--- src/rtl/product_accumulator_pkg.sv ---
// Shared types and default widths for the product accumulator and later MAC stages.
package product_accumulator_pkg;

    localparam int unsigned PROD_W_DEF = 8;
    localparam int unsigned ACC_W_DEF  = 16;
    localparam int unsigned CNT_W_DEF  = 8;

    // 2'd3 is unused; the FSM steers it back to IDLE.
    typedef enum logic [1:0] {
        IDLE  = 2'd0,
        ACCUM = 2'd1,
        DONE  = 2'd2
    } state_e;

endpackage

--- src/rtl/product_accumulator_acc_sat_add.sv ---
// Accumulator adder with carry-out; clamps to all-ones or wraps on carry.
module acc_sat_add #(
    parameter int unsigned ACC_W    = 16,
    parameter bit          SATURATE = 1'b1
) (
    input  logic [ACC_W-1:0] acc,
    input  logic [ACC_W-1:0] addend,
    output logic [ACC_W-1:0] sum_c,
    output logic             ovf_c
);

    logic [ACC_W:0] full_c;

    always_comb begin
        full_c = {1'b0, acc} + {1'b0, addend};
        ovf_c  = full_c[ACC_W];
        sum_c  = full_c[ACC_W-1:0];
        if (ovf_c && SATURATE) begin
            sum_c = '1;
        end
    end

endmodule

--- src/rtl/product_accumulator.sv ---
// Accumulates a frame of multiplier products (terminated by in_last) and hands
// the sum, beat count and overflow flag to a valid/ready consumer.
module product_accumulator
    import product_accumulator_pkg::*;
#(
    parameter int unsigned PROD_W   = PROD_W_DEF,
    parameter int unsigned ACC_W    = ACC_W_DEF,
    parameter int unsigned CNT_W    = CNT_W_DEF,
    parameter bit          SATURATE = 1'b1
) (
    input  logic              clk,
    input  logic              rst_n,
    input  logic              ena,
    input  logic              clear,
    input  logic              in_valid,
    output logic              in_ready,
    input  logic [PROD_W-1:0] in_product,
    input  logic              in_last,
    output logic              out_valid,
    input  logic              out_ready,
    output logic [ACC_W-1:0]  out_sum,
    output logic [CNT_W-1:0]  out_count,
    output logic              out_overflow
);

    state_e             state_q, state_d;
    logic [ACC_W-1:0]   acc_q, acc_d;
    logic [CNT_W-1:0]   count_q, count_d;
    logic               ovf_q, ovf_d;

    logic [ACC_W-1:0]   prod_ext_c;
    logic [ACC_W-1:0]   add_sum_c;
    logic               add_ovf_c;
    logic               in_xfer_c;
    logic               out_xfer_c;

    assign prod_ext_c = ACC_W'(in_product);

    acc_sat_add #(
        .ACC_W    (ACC_W),
        .SATURATE (SATURATE)
    ) u_acc_sat_add (
        .acc    (acc_q),
        .addend (prod_ext_c),
        .sum_c  (add_sum_c),
        .ovf_c  (add_ovf_c)
    );

    // Handshake outputs decoded from the current state; clear and ena gate acceptance.
    always_comb begin
        in_ready  = 1'b0;
        out_valid = 1'b0;
        case (state_q)
            IDLE, ACCUM: in_ready  = ena & ~clear;
            DONE:        out_valid = 1'b1;
            default: ;
        endcase
    end

    assign in_xfer_c  = in_valid & in_ready;
    assign out_xfer_c = out_valid & out_ready & ena & ~clear;

    always_comb begin
        state_d = state_q;
        case (state_q)
            IDLE: begin
                if (in_xfer_c) begin
                    state_d = in_last ? DONE : ACCUM;
                end
            end
            ACCUM: begin
                if (in_xfer_c && in_last) begin
                    state_d = DONE;
                end
            end
            DONE: begin
                if (out_xfer_c) begin
                    state_d = IDLE;
                end
            end
            default: state_d = IDLE;
        endcase
        if (clear) begin
            state_d = IDLE;
        end
    end

    always_ff @(posedge clk) begin
        if (!rst_n) begin
            state_q <= IDLE;
        end else begin
            state_q <= state_d;
        end
    end

    // Frame datapath: first beat loads, later beats add, result drains on out-transfer.
    always_comb begin
        acc_d   = acc_q;
        count_d = count_q;
        ovf_d   = ovf_q;
        if (clear) begin
            acc_d   = '0;
            count_d = '0;
            ovf_d   = 1'b0;
        end else if (in_xfer_c) begin
            if (state_q == IDLE) begin
                acc_d   = prod_ext_c;
                count_d = CNT_W'(1);
                ovf_d   = 1'b0;
            end else begin
                acc_d   = add_sum_c;
                ovf_d   = ovf_q | add_ovf_c;
                count_d = (count_q == {CNT_W{1'b1}}) ? count_q : count_q + CNT_W'(1);
            end
        end else if (out_xfer_c) begin
            acc_d   = '0;
            count_d = '0;
            ovf_d   = 1'b0;
        end
    end

    always_ff @(posedge clk) begin
        if (!rst_n) begin
            acc_q   <= '0;
            count_q <= '0;
            ovf_q   <= 1'b0;
        end else begin
            acc_q   <= acc_d;
            count_q <= count_d;
            ovf_q   <= ovf_d;
        end
    end

    assign out_sum      = acc_q;
    assign out_count    = count_q;
    assign out_overflow = ovf_q;

endmodule

--- config.mk ---
export PLATFORM = sky130hd
export DESIGN_NAME = product_accumulator
export DESIGN_NICKNAME = d
export VERILOG_FILES = /design/src/rtl/product_accumulator_pkg.sv /design/src/rtl/product_accumulator_acc_sat_add.sv /design/src/rtl/product_accumulator.sv
export SDC_FILE = /design/constraint.sdc
export NUM_CORES = 1
export LEC_CHECK = 0
export BUFFER_PORTS_ARGS = -buffer_cell sky130_fd_sc_hd__buf_4
export CORE_ASPECT_RATIO = 0.5
export CORE_MARGIN = 1
export CORE_UTILIZATION = 30
export DETAILED_ROUTE_END_ITERATION = 6
export HOLD_SLACK_MARGIN = 0.03
export PLACE_DENSITY = 0.52
export SETUP_SLACK_MARGIN = 0.2
export SYNTH_ARGS = -nofsm -noshare
export SYNTH_HDL_FRONTEND = slang
export SYNTH_SLANG_ARGS = --single-unit
--- constraint.sdc ---
create_clock -name clk -period 4.3 [get_ports clk]
set_input_delay 0.86 -clock clk [delete_from_list [all_inputs] [get_ports clk]]
set_output_delay 0.86 -clock clk [all_outputs]
set_load 0.05 [all_outputs]
After elaboration in Yosys (flattened, before gate mapping). Cells that the tools add are included.

Register bits: 27. Input port bits: 15. Output and inout port bits: 27.

Add/subtract/negate cells: 2. Equal/unequal tests: 7. Mux-type cells: 18. Bitwise logic cells: 8. Reduce and logical (&&, ||, !) cells: 7.

Operators by type and width (number): 16-bit two-way mux (4); 8-bit two-way mux (4); 16-bit by 8-bit adder with 17-bit output (1); 8-bit by 1-bit adder with 8-bit output (second input constant) (1); 8-bit equality test (second input constant) (1); 2-bit two-way mux (4); 2-bit inequality test (second input constant) (3); 2-bit case mux with 3 select lines (1); 1-bit bitwise AND (5); 1-bit two-way mux (5); 2-bit OR reduction (2); 3-bit inequality test (second input constant) (1); 3-bit AND reduction (1); 2-bit by 1-bit equality test with 1-bit output (second input constant) (1); 2-bit equality test (second input constant) (1); 2-bit logical NOT (1); 1-bit inverter (2); 2-bit AND reduction (1); 2-bit nonzero test (1); 1-bit logical AND (1); 1-bit OR (1).

Longest topological paths before layout. Gate-level depths: netlist of run 1.

Word-level depth: 7. Depth in mapped cells: 8. Gate-level depth less buffers: 7.

Hierarchy. From an unflattened synthesis of run 1, not the netlist that was laid out.

Cells, all modules: 251. Area total of the unflattened synthesis: 2177.1 um^2.

Modules (own cells, without submodules): product_accumulator (times used 1, cells each 135, area an instance 1306.3 um^2, sequential area each 540.5 um^2); acc_sat_add (times used 1, cells each 116, area an instance 870.8 um^2, sequential area each 0.0 um^2).

Least setup slack after synthesis of run 1. No wires, ideal clock.

Path type: input -> register. Start point: in in_product[0]. End point: reg acc_q[8] (netlist: out_sum[8]). Data arrival time: 2.548 ns. Data required time: 4.183 ns. Setup slack: 1.634 ns. Stages: 8. Cells stage by stage: ha_1 fa_1 a211oi_1 nor3_1 o21ai_2 buf_4 o21ai_0 a32o_1.

Word-level cells in the longest chain between the ends: 4.

RTL lines: start: declaration (RTL line product_accumulator.sv:17) `input logic [PROD_W-1:0] in_product,`; 16-bit by 8-bit adder with 17-bit output (RTL line product_accumulator_acc_sat_add.sv:15) `full_c = {1'b0, acc} + {1'b0, addend};`; 16-bit two-way mux (RTL line product_accumulator_acc_sat_add.sv:18) `if (ovf_c && SATURATE) begin`; 16-bit two-way mux (RTL line product_accumulator.sv:106) `if (state_q == IDLE) begin`; 16-bit two-way mux (RTL line product_accumulator.sv:105) `end else if (in_xfer_c) begin`; end signal: assignment (RTL line product_accumulator.sv:124) `acc_q <= '0;`; end signal: assignment (RTL line product_accumulator.sv:128) `acc_q <= acc_d;`; end: declaration (RTL line product_accumulator.sv:27) `logic [ACC_W-1:0] acc_q, acc_d;`.

Every way passes these cells. A chain may end at the register's enable or synchronous reset.

Final worst setup path of run 1.
Start point: in in_product[0]. End point: reg acc_q[9] (netlist: out_sum[9]).

Same word-level chain as after synthesis.

==> out/metrics.cfg, run 1 <==
[outcome]
status=finished, violations left
violations=DRC

[setup_path]
crit_start=in_product[0]
slowest_stage=o21ai_2
path_class=in2reg
slowest_delay_ps=570
rr_worst_depth=7
rr_startpoint=out_sum[0]
critPathLaunchType=primary input
endpoint=out_sum[9]
r2r_slack_ps=1720
path_cells=buf_4 > ha_1 > fa_1 > a211oi_1 > nor3_1 > o21ai_2 > o21ai_0 > a22o_1
reg2reg_to=out_sum[9]
crit_arrival_ps=3120
worstSetupEndpointType=flop
crit_required_ps=4470
critPathMaxFanout=15

[placement]
hpwl_um=3480
dp_cells=322
io_buffer_count=41
pre_cts_slack_ps=1070
placed_area_sq_um=2170
routabilityCongestion=0.806

[yosys]
ys_seq_area_frac=0.299
synth-edff-count=0
ys_ff_latch=27
syn_nets=240
ys_top_cells_by_area=dfxtp_1 30%, ha_1 6.2%, nor2_1 4.8%
async_flop_share=0
syn_area_sq_um=1810
ys.flop_type=dfxtp_1
synthCells=215
yosysWarnings=0
synth.avg_cell_area_sq_um=8.42
synth_top_area_share=0.299
synthDistinctLibCells=58
synth.largest_area_cell=dfxtp_1

[layout]
area_growth_pct=24.7
fin_util=0.400
nets=279
design_area_sq_um=2260
final_cells=326
diodes=0
drive_gt1_frac=0.245

[sta]
setup_tns_ps=0
fin_crit_ps=2960
fmax_mhz=338
slew_violations=0
relSlewSlack=0.415
worstMarginPinSlew_ps=874
setup_slack_ps=1340
post-route-period-util=0.688
whs_ps=465
rsz0062_at_grt=false
hold_viol=0
setup_viol=0
finalClockSkew_ps=2.21

[power]
peakVddDrop_mv=0.131
p_total_mw=0.553
cellLeakagePower_nw=0.949
pwr_density_cell_nw_per_um2=245

[die]
rows=19
die_x_um=112
io_pins=42
fp.dieH_um=56.9
die-area_sq_um=6360
start_util=0.321
core-area_sq_um=5630

[clock_network]
postCtsSetupBuffers=0
cts.sinks=27
root_buffer=clkbuf_16
clk_latency_ps=270
h-tree-depth=1
ctsResizeCount=0
cts_buffer_depth=2
cts_tree=yes
cts_hold_buf=0
cts_buffers=3
clk_pin_slew_ps=80

[global_route]
antenna_found_initial=0
grt_usage=0.153
grt_start_max_net_pins=17
first_global_vias=1595
grt_first_pass_wirelength_um=7820
grt-ovfl-total=0

[detailed_routing]
first_pass_iters=6
wl_per_cell_um=14.5
avgViaCountPerCell=5.37
ant_nets=0
drtIter0Drc=64
drcViolationCount=1
routed-via-count=1750
wirelength_um=4740

[job]
maxCapViolations=0

[hold_path]
hp-class=reg2reg

==> layout make-up <==
| type | count | area, sq um |
|---|---|---|
| fillers | 596 | 3380 |
| multi-input cells | 175 | 1210 |
| flip-flops and latches | 27 | 541 |
| repair buffers | 42 | 315 |
| well taps | 73 | 91.3 |
| clock buffers | 3 | 75.1 |
| inverters | 5 | 18.8 |
| clock inverters | 1 | 7.51 |
==> cell families after synthesis <==
kind of cell | Yosys count | synth area share
DFF | 27 | 0.299
and+or+nand+nor | 82 | 0.267
adders and majority gates | 10 | 0.0733
AOI/OAI and AO/OA | 73 | 0.279
buffers and inverters | 13 | 0.0339
xor gates and xnor gates | 10 | 0.0484
==> worst max-delay path, delay by kind of cell <==
kind                       cells  cell delay (ps)
and+or+nand+nor                1              140
AOI/OAI and AO/OA              4             1360
buffers and inverters          1              110
adders and majority gates      2              640
==> where the power goes <==
group,total (mW),switching (mW),internal [mW]
clock network,0.229,0.102,0.127
registers,0.254,0.00215,0.251
logic,0.0698,0.0418,0.0281
total,0.553,0.146,0.407
==> state kept, by name, summed over array words and instances (netlist names) <==
signal	cells
out_count	8
state_q	2
out_overflow	1
out_sum	16
==> synth_stat cells (all sizes together), types with 2 or more instances <==
cell	instances
dfxtp	27
nor2	23
o21ai	20
nand2	13
nand3	11
a21o	10
ha	9
a21oi	8
a31oi	8
xnor2	8
buf	6
inv	5
nor2b	5
nor3	5
nor4	5
or2	4
o211ai	3
a211oi	2
a221oi	2
a22o	2
a22oi	2
a32o	2
and4bb	2
clkbuf	2
nand2b	2
nand4	2
o2bb2ai	2
o31ai	2
or4	2
xor2	2
==> per-layer routing <==
layer,vias to the layer above,track usage,wire [um]
met5,-,0,0
met4,0,0.0270,0
met3,0,0.0248,145
met2,33,0.240,2070
met1,827,0.221,2530
li1,890,-,-
==> worst min path at each step <==
| stage | start | endpoint | slack (ps) | depth (start not counted) |
|---|---|---|---|---|
| finish | out_overflow | out_overflow | 460 | 1 |
| floorplan | state_q[1] | state_q[0] | 510 | 1 |
| global route | out_overflow | out_overflow | 490 | 1 |
| CTS | out_overflow | out_overflow | 470 | 1 |
| global placement | out_overflow | out_overflow | 450 | 1 |
| detailed placement | out_overflow | out_overflow | 450 | 1 |
==> layout by cell type, fill, tap and decap left out, types with 2 or more instances in the layout <==
cell       synthesis  layout
buf_4              2      42
dfxtp_1           27      27
nor2_1            23      23
o21ai_0           17      17
nand2_1           12      12
nand3_1           10      10
a21o_1            10      10
ha_1               9       9
a21oi_1            8       8
a31oi_1            8       8
xnor2_1            8       8
nor2b_1            5       5
inv_1              5       5
nor3_1             5       5
or2_2              4       4
o211ai_1           3       3
clkbuf_16          0       3
nand2b_1           2       2
a221oi_1           2       2
o31ai_1            2       2
o21ai_2            2       2
nor4_4             2       2
o2bb2ai_1          2       2
nor4_1             2       2
a22o_1             2       2
a32o_1             2       2
or4_1              2       2
nand4_1            2       2
a22oi_1            2       2
xor2_1             2       2
(Power assumes the default switching activity.)
==> run 2: changes to the inputs <==
- clock period: 4.3 -> 3 ns (I/O delays scaled with it)
==> run 2 against run 1 <==
  * The flow still finishes with violations (DRC)
  * Clock-buffer cell count is the same
  * Setup slack lost 880 ps
  * Non-clock buffer count grew 3
  * Sequential share of layout area shrank 0.24 points
  * Final cell count grew 0.92%
  * Sequential power grew 43%
  * Global-route usage grew 0.72 points
  * Core utilization grew 0.40 points
  * Wire length grew 1.9%
  * Register-to-register slack lost 1100 ps
  * Cell area grew 1.0%
  * Critical endpoint is now out_sum[14]
  * Largest power group unchanged
==> out/metrics.cfg, run 2 (same netlist as run 1, synthesis figures left out) <==
[global_route]
grtUsageMet1=0.233  ; +0.0124
grt_usage=0.160  ; +0.00723
grt-ovfl-total=0  ; unchanged
first_global_vias=1611  ; +1.0%
grt_util_met3=0.0346  ; +0.00972
met2_usage=0.245  ; +0.00444
grt_start_max_net_pins=17  ; unchanged
antenna_found_initial=0  ; unchanged
busiest_layer=met2
grt_first_pass_wirelength_um=8100  ; +3.5%

[sta]
post-route-period-util=0.846
setup_viol=0  ; unchanged
setup_slack_ps=462  ; -880 ps
fmax_mhz=394
finalClockSkew_ps=6.14  ; +3.93 ps
relSlewSlack=0.517  ; +0.102
hold_viol=0  ; unchanged
rsz0062_at_grt=false
slew_violations=0  ; unchanged
setup_tns_ps=0  ; unchanged
worstMarginPinSlew_ps=725  ; -150 ps
fin_crit_ps=2540

[layout]
diodes=0  ; unchanged
area_growth_pct=25.9
nets=282  ; +1.1%
drive_gt1_frac=0.254  ; +0.00885
fin_util=0.404  ; +0.00400
final_cell_mix=45 x buf_4, 27 x dfxtp_1, 23 x nor2_1, 17 x o21ai_0, 12 x nand2_1
layout_commonest_cell=buf_4
largest_reg_flops=16  ; unchanged
final.fill_count=590  ; -1.0%

[outcome]
status=finished, violations left
violations=DRC

[power]
switching_power_mw=0.204  ; +40%
peakVddDrop_mv=0.254  ; +94%
p_seq_frac=0.462  ; +0.003
pwr_density_cell_nw_per_um2=346  ; +41%
cellLeakagePower_nw=0.964  ; +1.6%
clkPwrFrac=0.409  ; -0.006
internal_power_mw=0.583  ; +44%
switching_share=0.259  ; -0.00517
p_total_mw=0.787  ; +43%
p_comb_frac=0.129  ; +0.003

[setup_path]
crit_required_ps=3160  ; -1310 ps
critPathLaunchType=primary input
crit_start=in_product[0]
rr_worst_depth=8  ; +1
path_cells=buf_4 > ha_1 > fa_1 > a211oi_1 > nor3_1 > o21ai_2 > buf_4 > and4b_1 > nor3_1
slowest_stage=fa_1
critPathMaxFanout=10  ; -5
rr_startpoint=out_sum[0]
path_class=in2reg
crit_arrival_ps=2700  ; -420 ps
r2r_slack_ps=590  ; -1130 ps
slowest_delay_ps=430  ; -140 ps
reg2reg_to=out_sum[14]
worstSetupEndpointType=flop

[clock_network]
root_buffer=clkbuf_16
cts.sinks=27  ; unchanged
cts_buffers=3  ; unchanged
cts_buffer_depth=2  ; unchanged
clk_pin_slew_ps=80  ; about the same
postCtsSetupBuffers=0  ; unchanged
cts_hold_buf=0  ; unchanged
h-tree-depth=1  ; unchanged
cts_tree=yes
ctsResizeCount=0  ; unchanged
clk_latency_ps=270  ; about the same

[die]
fp.dieH_um=56.9  ; unchanged
rows=19  ; unchanged
die_x_um=112  ; unchanged
start_util=0.321  ; unchanged
die-area_sq_um=6360  ; unchanged
io_pins=42  ; unchanged
core-area_sq_um=5630  ; unchanged

[detailed_routing]
wl_per_cell_um=14.7  ; +0.95%
drtIter0Drc=61  ; -4.7%
drcViolationCount=1  ; unchanged
wirelength_um=4830  ; +1.9%
ant_nets=0  ; unchanged
avgViaCountPerCell=5.45  ; +1.5%
routed-via-count=1793  ; +2.5%
first_pass_iters=6  ; unchanged

[hold_path]
hold_path_end=out_overflow
hold_start=out_overflow
whs_path_depth=1  ; unchanged
hp-class=reg2reg

[placement]
pre_cts_slack_ps=170  ; -899 ps
hpwl_um=3640  ; +4.6%
routabilityCongestion=0.782  ; -3.0%
io_buffer_count=41  ; unchanged

[job]
maxCapViolations=0  ; unchanged

-- run 2: area by class of cell --
cell class,count,area (sq um),share of cell area
multi-input cells,175,1210,0.530
flip-flops and latches,27,541,0.237
repair buffers,45,338,0.148
well taps,73,91.3,0.0401
clock buffers,3,75.1,0.0329
inverters,5,18.8,0.00824
clock inverters,1,7.51,0.00329
-- run 2: worst max-delay path by stage --
stage	endpoint	depth (start not counted)	slack, ps
2_1_floorplan	out_sum[8]	8	590
3_3_place_gp	out_sum[14]	9	230
3_5_place_dp	out_sum[6]	9	170
4_1_cts	out_sum[6]	9	450
5_1_grt	out_sum[9]	8	280
6_report	out_sum[14]	9	460
-- run 2: critical path: cells and delay by family --
kind / cells / cell delay (ps)
AO/OA/AOI/OAI: 2 / 730
buffers and inverters: 2 / 350
adder cells (fa/ha/maj): 2 / 650
AND/OR/NAND/NOR: 3 / 370
-- run 2: per-layer routing --
| metal | up-vias | part of all wire | wire length (um) |
|---|---|---|---|
| li1 | 897 | - | - |
| met4 | 0 | 0.0052 | 25 |
| met1 | 866 | 0.52 | 2530 |
| met5 | - | 0 | 0 |
| met3 | 2 | 0.042 | 204 |
| met2 | 28 | 0.43 | 2070 |
-- run 2: power by group through the flow --
stage | sequential [mW] | clock (mW) | combinational [mW]
after global placement | 0.372 | 0 | 0.100
after global routing | 0.364 | 0.352 | 0.111
after detailed placement | 0.372 | 0 | 0.101
after CTS | 0.364 | 0.335 | 0.102
final | 0.364 | 0.322 | 0.102
after floorplan | 0.378 | 0 | 0.0589
-- run 2: metrics by stage --
| step | cell area [sq um] | hold WS (ps) | std cells |
|---|---|---|---|
| 2_1_floorplan | 1810 | 512 | 215 |
| 5_1_grt | 2280 | 493 | 329 |
| 3_5_place_dp | 2200 | 460 | 325 |
| 6_report | 2280 | 475 | 329 |
| 3_3_place_gp | 2200 | 454 | 325 |
| 4_1_cts | 2280 | 479 | 329 |
==> run 3: changes to the inputs <==
- ABC_AREA: default -> 1
- PLACE_DENSITY: 0.52 -> 0.53
- clock period: 3 -> 2.3 ns (I/O delays scaled with it)
==> run 3 against run 2 <==
  * The run now ends clean
  * Final cell count up 41%
  * Register-to-register slack worse by 240 ps
  * Synthesized cell count up 55%
  * Synthesized area up 15%
  * Cell area up 13%
  * Power up 34%
  * Highest routed layer unchanged
  * Clock power up 38%
==> out/metrics.cfg, run 3 <==
[yosys]
yosys-top-cells-count=112 x nand2_1, 38 x inv_1, 37 x nor2_1, 29 x nand3_1, 27 x dfxtp_1
ys_seq_area_frac=0.261  ; -0.0382
async_flop_share=0  ; unchanged
ys_top_cells_by_area=dfxtp_1 26%, nand2_1 20%, nand3_1 7.0%
synth.largest_area_cell=dfxtp_1
post-synth-top-count-cell=nand2_1
synth_top_area_share=0.261  ; -0.0382
ys.flop_type=dfxtp_1
ys_ff_latch=27  ; unchanged
synthCells=333  ; +55%
synthDistinctLibCells=35  ; -40%
syn_nets=358  ; +49%
yosysWarnings=0  ; unchanged
synth.avg_cell_area_sq_um=6.23  ; -26%
synth-edff-count=0  ; unchanged
syn_area_sq_um=2070  ; +15%

[global_route]
first_global_vias=1943  ; +21%
grt_start_max_net_pins=20  ; +3
grt_usage=0.160  ; -0.000225
grt-ovfl-total=0  ; unchanged
grt_first_pass_wirelength_um=9230  ; +14%
antenna_found_initial=0  ; unchanged

[setup_path]
rr_startpoint=out_sum[0]
critPathLaunchType=flop
reg2reg_to=out_sum[2]
critPathMaxFanout=9  ; -1
path_cells=ha_1 > fa_1 > nand3_1 > nand2_1 > nand2_1 > nand3_1 > nand2_4 > nand3_1 > nand2_1 > a21oi_1
rr_worst_depth=10  ; +2
r2r_slack_ps=350  ; -240 ps
slowest_delay_ps=420  ; about the same
worstSetupEndpointType=flop
path_class=reg2reg
path_depth=10  ; +1
slowest_stage=fa_1
crit_arrival_ps=2110  ; -590 ps
crit_required_ps=2460  ; -700 ps
path_buf_inv=0  ; -2
cp_top_family=simple AND/OR/NAND/NOR gates

[sta]
relSlewSlack=0.712  ; +0.195
hold_viol=0  ; unchanged
rsz0062_at_grt=false
finalClockSkew_ps=3.86  ; -2.28 ps
fin_crit_ps=1950
whs_ps=451  ; -24.5 ps
slew_violations=0  ; unchanged
post-route-period-util=0.850
setup_viol=0  ; unchanged
fmax_mhz=512
worstMarginPinSlew_ps=431  ; -294 ps
setup_tns_ps=0  ; unchanged

[hold_path]
hold_path_end=out_overflow
hp-class=reg2reg
whs_path_depth=2  ; +1
hold_start=out_overflow

[clock_network]
cts.sinks=27  ; unchanged
postCtsSetupBuffers=0  ; unchanged
clk_pin_slew_ps=80  ; about the same
cts_buffer_depth=2  ; unchanged
cts_buffers=3  ; unchanged
cts_tree=yes
clk_latency_ps=270  ; about the same
root_buffer=clkbuf_16
h-tree-depth=1  ; unchanged

[detailed_routing]
wl_met3_um=199  ; -2.5%
first_pass_iters=4  ; -2
drcViolationCount=0  ; -1
route.met2.wl_um=2330  ; +13%
ant_nets=0  ; unchanged
drtIter0Drc=126  ; +110%
top_layer=met4
avgViaCountPerCell=4.65  ; -15%
wl_per_cell_um=11.8  ; -19%
routed-via-count=2151  ; +20%
drt-met1-wl_um=2900  ; +15%
wirelength_um=5470  ; +13%

[layout]
nets=401  ; +42%
drive_gt1_frac=0.195  ; -0.0592
final.fill_count=707  ; +20%
diodes=0  ; unchanged
area_growth_pct=23.8
layout_commonest_cell=nand2_1
final_cell_mix=112 x nand2_1, 42 x buf_4, 38 x inv_1, 37 x nor2_1, 29 x nand3_1
fin_util=0.404  ; -0.000460
final_cells=463  ; +41%
largest_reg_flops=16  ; unchanged

[die]
core-area_sq_um=6360  ; +13%
die-area_sq_um=7270  ; +14%
io_pins=42  ; unchanged
start_util=0.326  ; +0.00526
die_x_um=120  ; +7.0%
fp.dieH_um=60.8  ; +6.8%
rows=20  ; +1

[power]
pwr_density_cell_nw_per_um2=411  ; +19%
cellLeakagePower_nw=1.22  ; +27%
peakVddDrop_mv=0.224  ; -12%
p_total_mw=1.05  ; +34%

[placement]
routabilityCongestion=0.822  ; +5.1%
io_buffer_count=41  ; unchanged
hpwl_um=4220  ; +16%
dp_cells=459  ; +41%

[job]
maxCapViolations=0  ; unchanged

[outcome]
status=finished clean

run 3: cell types whose count changed in the layout (fill, tap and decap cells not counted), sizes merged, moves of 15 or more:
cell	delta
nand2	+105
inv	+39
nand3	+21
a21oi	+20
nor2	+19
o21ai	-15
run 3: power by group:
group | internal [mW] | switching [mW]
sequential | 0.470 | 0.00427
clock | 0.242 | 0.201
combinational | 0.0513 | 0.0859
total | 0.764 | 0.291
run 3: kinds of logic after synthesis:
family          share of synthesized area
xor+xnor                           0.0127
buf+inv                            0.0911
fa+ha+maj                          0.0639
compound gates                      0.106
flops                               0.261
simple gates                        0.466
run 3: layout make-up:
| type | count | area, sq um | area share |
|---|---|---|---|
| sequential | 27 | 541 | 0.211 |
| tap | 88 | 110 | 0.0429 |
| clock buffer | 3 | 75.1 | 0.0292 |
| timing repair buffer | 42 | 315 | 0.123 |
| clock inverter | 1 | 8.76 | 0.00341 |
| inverter | 43 | 161 | 0.0629 |
| multi-input combinational | 259 | 1360 | 0.528 |
run 3: how the worst max path moves through the flow:
stage	slack (ps)	startpoint	end
floorplan	340	out_sum[0]	out_sum[2]
global placement	150	in_product[0]	out_sum[7]
detailed placement	80	in_product[0]	out_sum[2]
CTS	320	out_sum[0]	out_sum[2]
global route	210	out_sum[0]	out_sum[2]
finish	350	out_sum[0]	out_sum[2]
run 3: per-layer routing:
| layer | track usage | vias up |
|---|---|---|
| met4 | 0.0268 | 0 |
| met2 | 0.255 | 38 |
| met1 | 0.228 | 961 |
| li1 | - | 1148 |
| met3 | 0.0301 | 4 |
| met5 | 0 | - |
run 3: what timing repair did:
action                                 in CTS  in global routing
endpoints found under the hold margin       0                  0
setup endpoints to repair                   0                  2
resized for setup                           0                  1
hold buffers                                0                  0
run 3: per-stage QoR:
stage,setup slack (ps),cell area [sq um]
floorplan,337,2080
global placement,146,2480
detailed placement,80.8,2480
CTS,324,2560
global route,206,2570
finish,345,2570
run 3: tightest hold or removal path, cell delays in order (launching register included):
cell     delay, ps
dfxtp_1        310
inv_1           40
a21oi_1         50
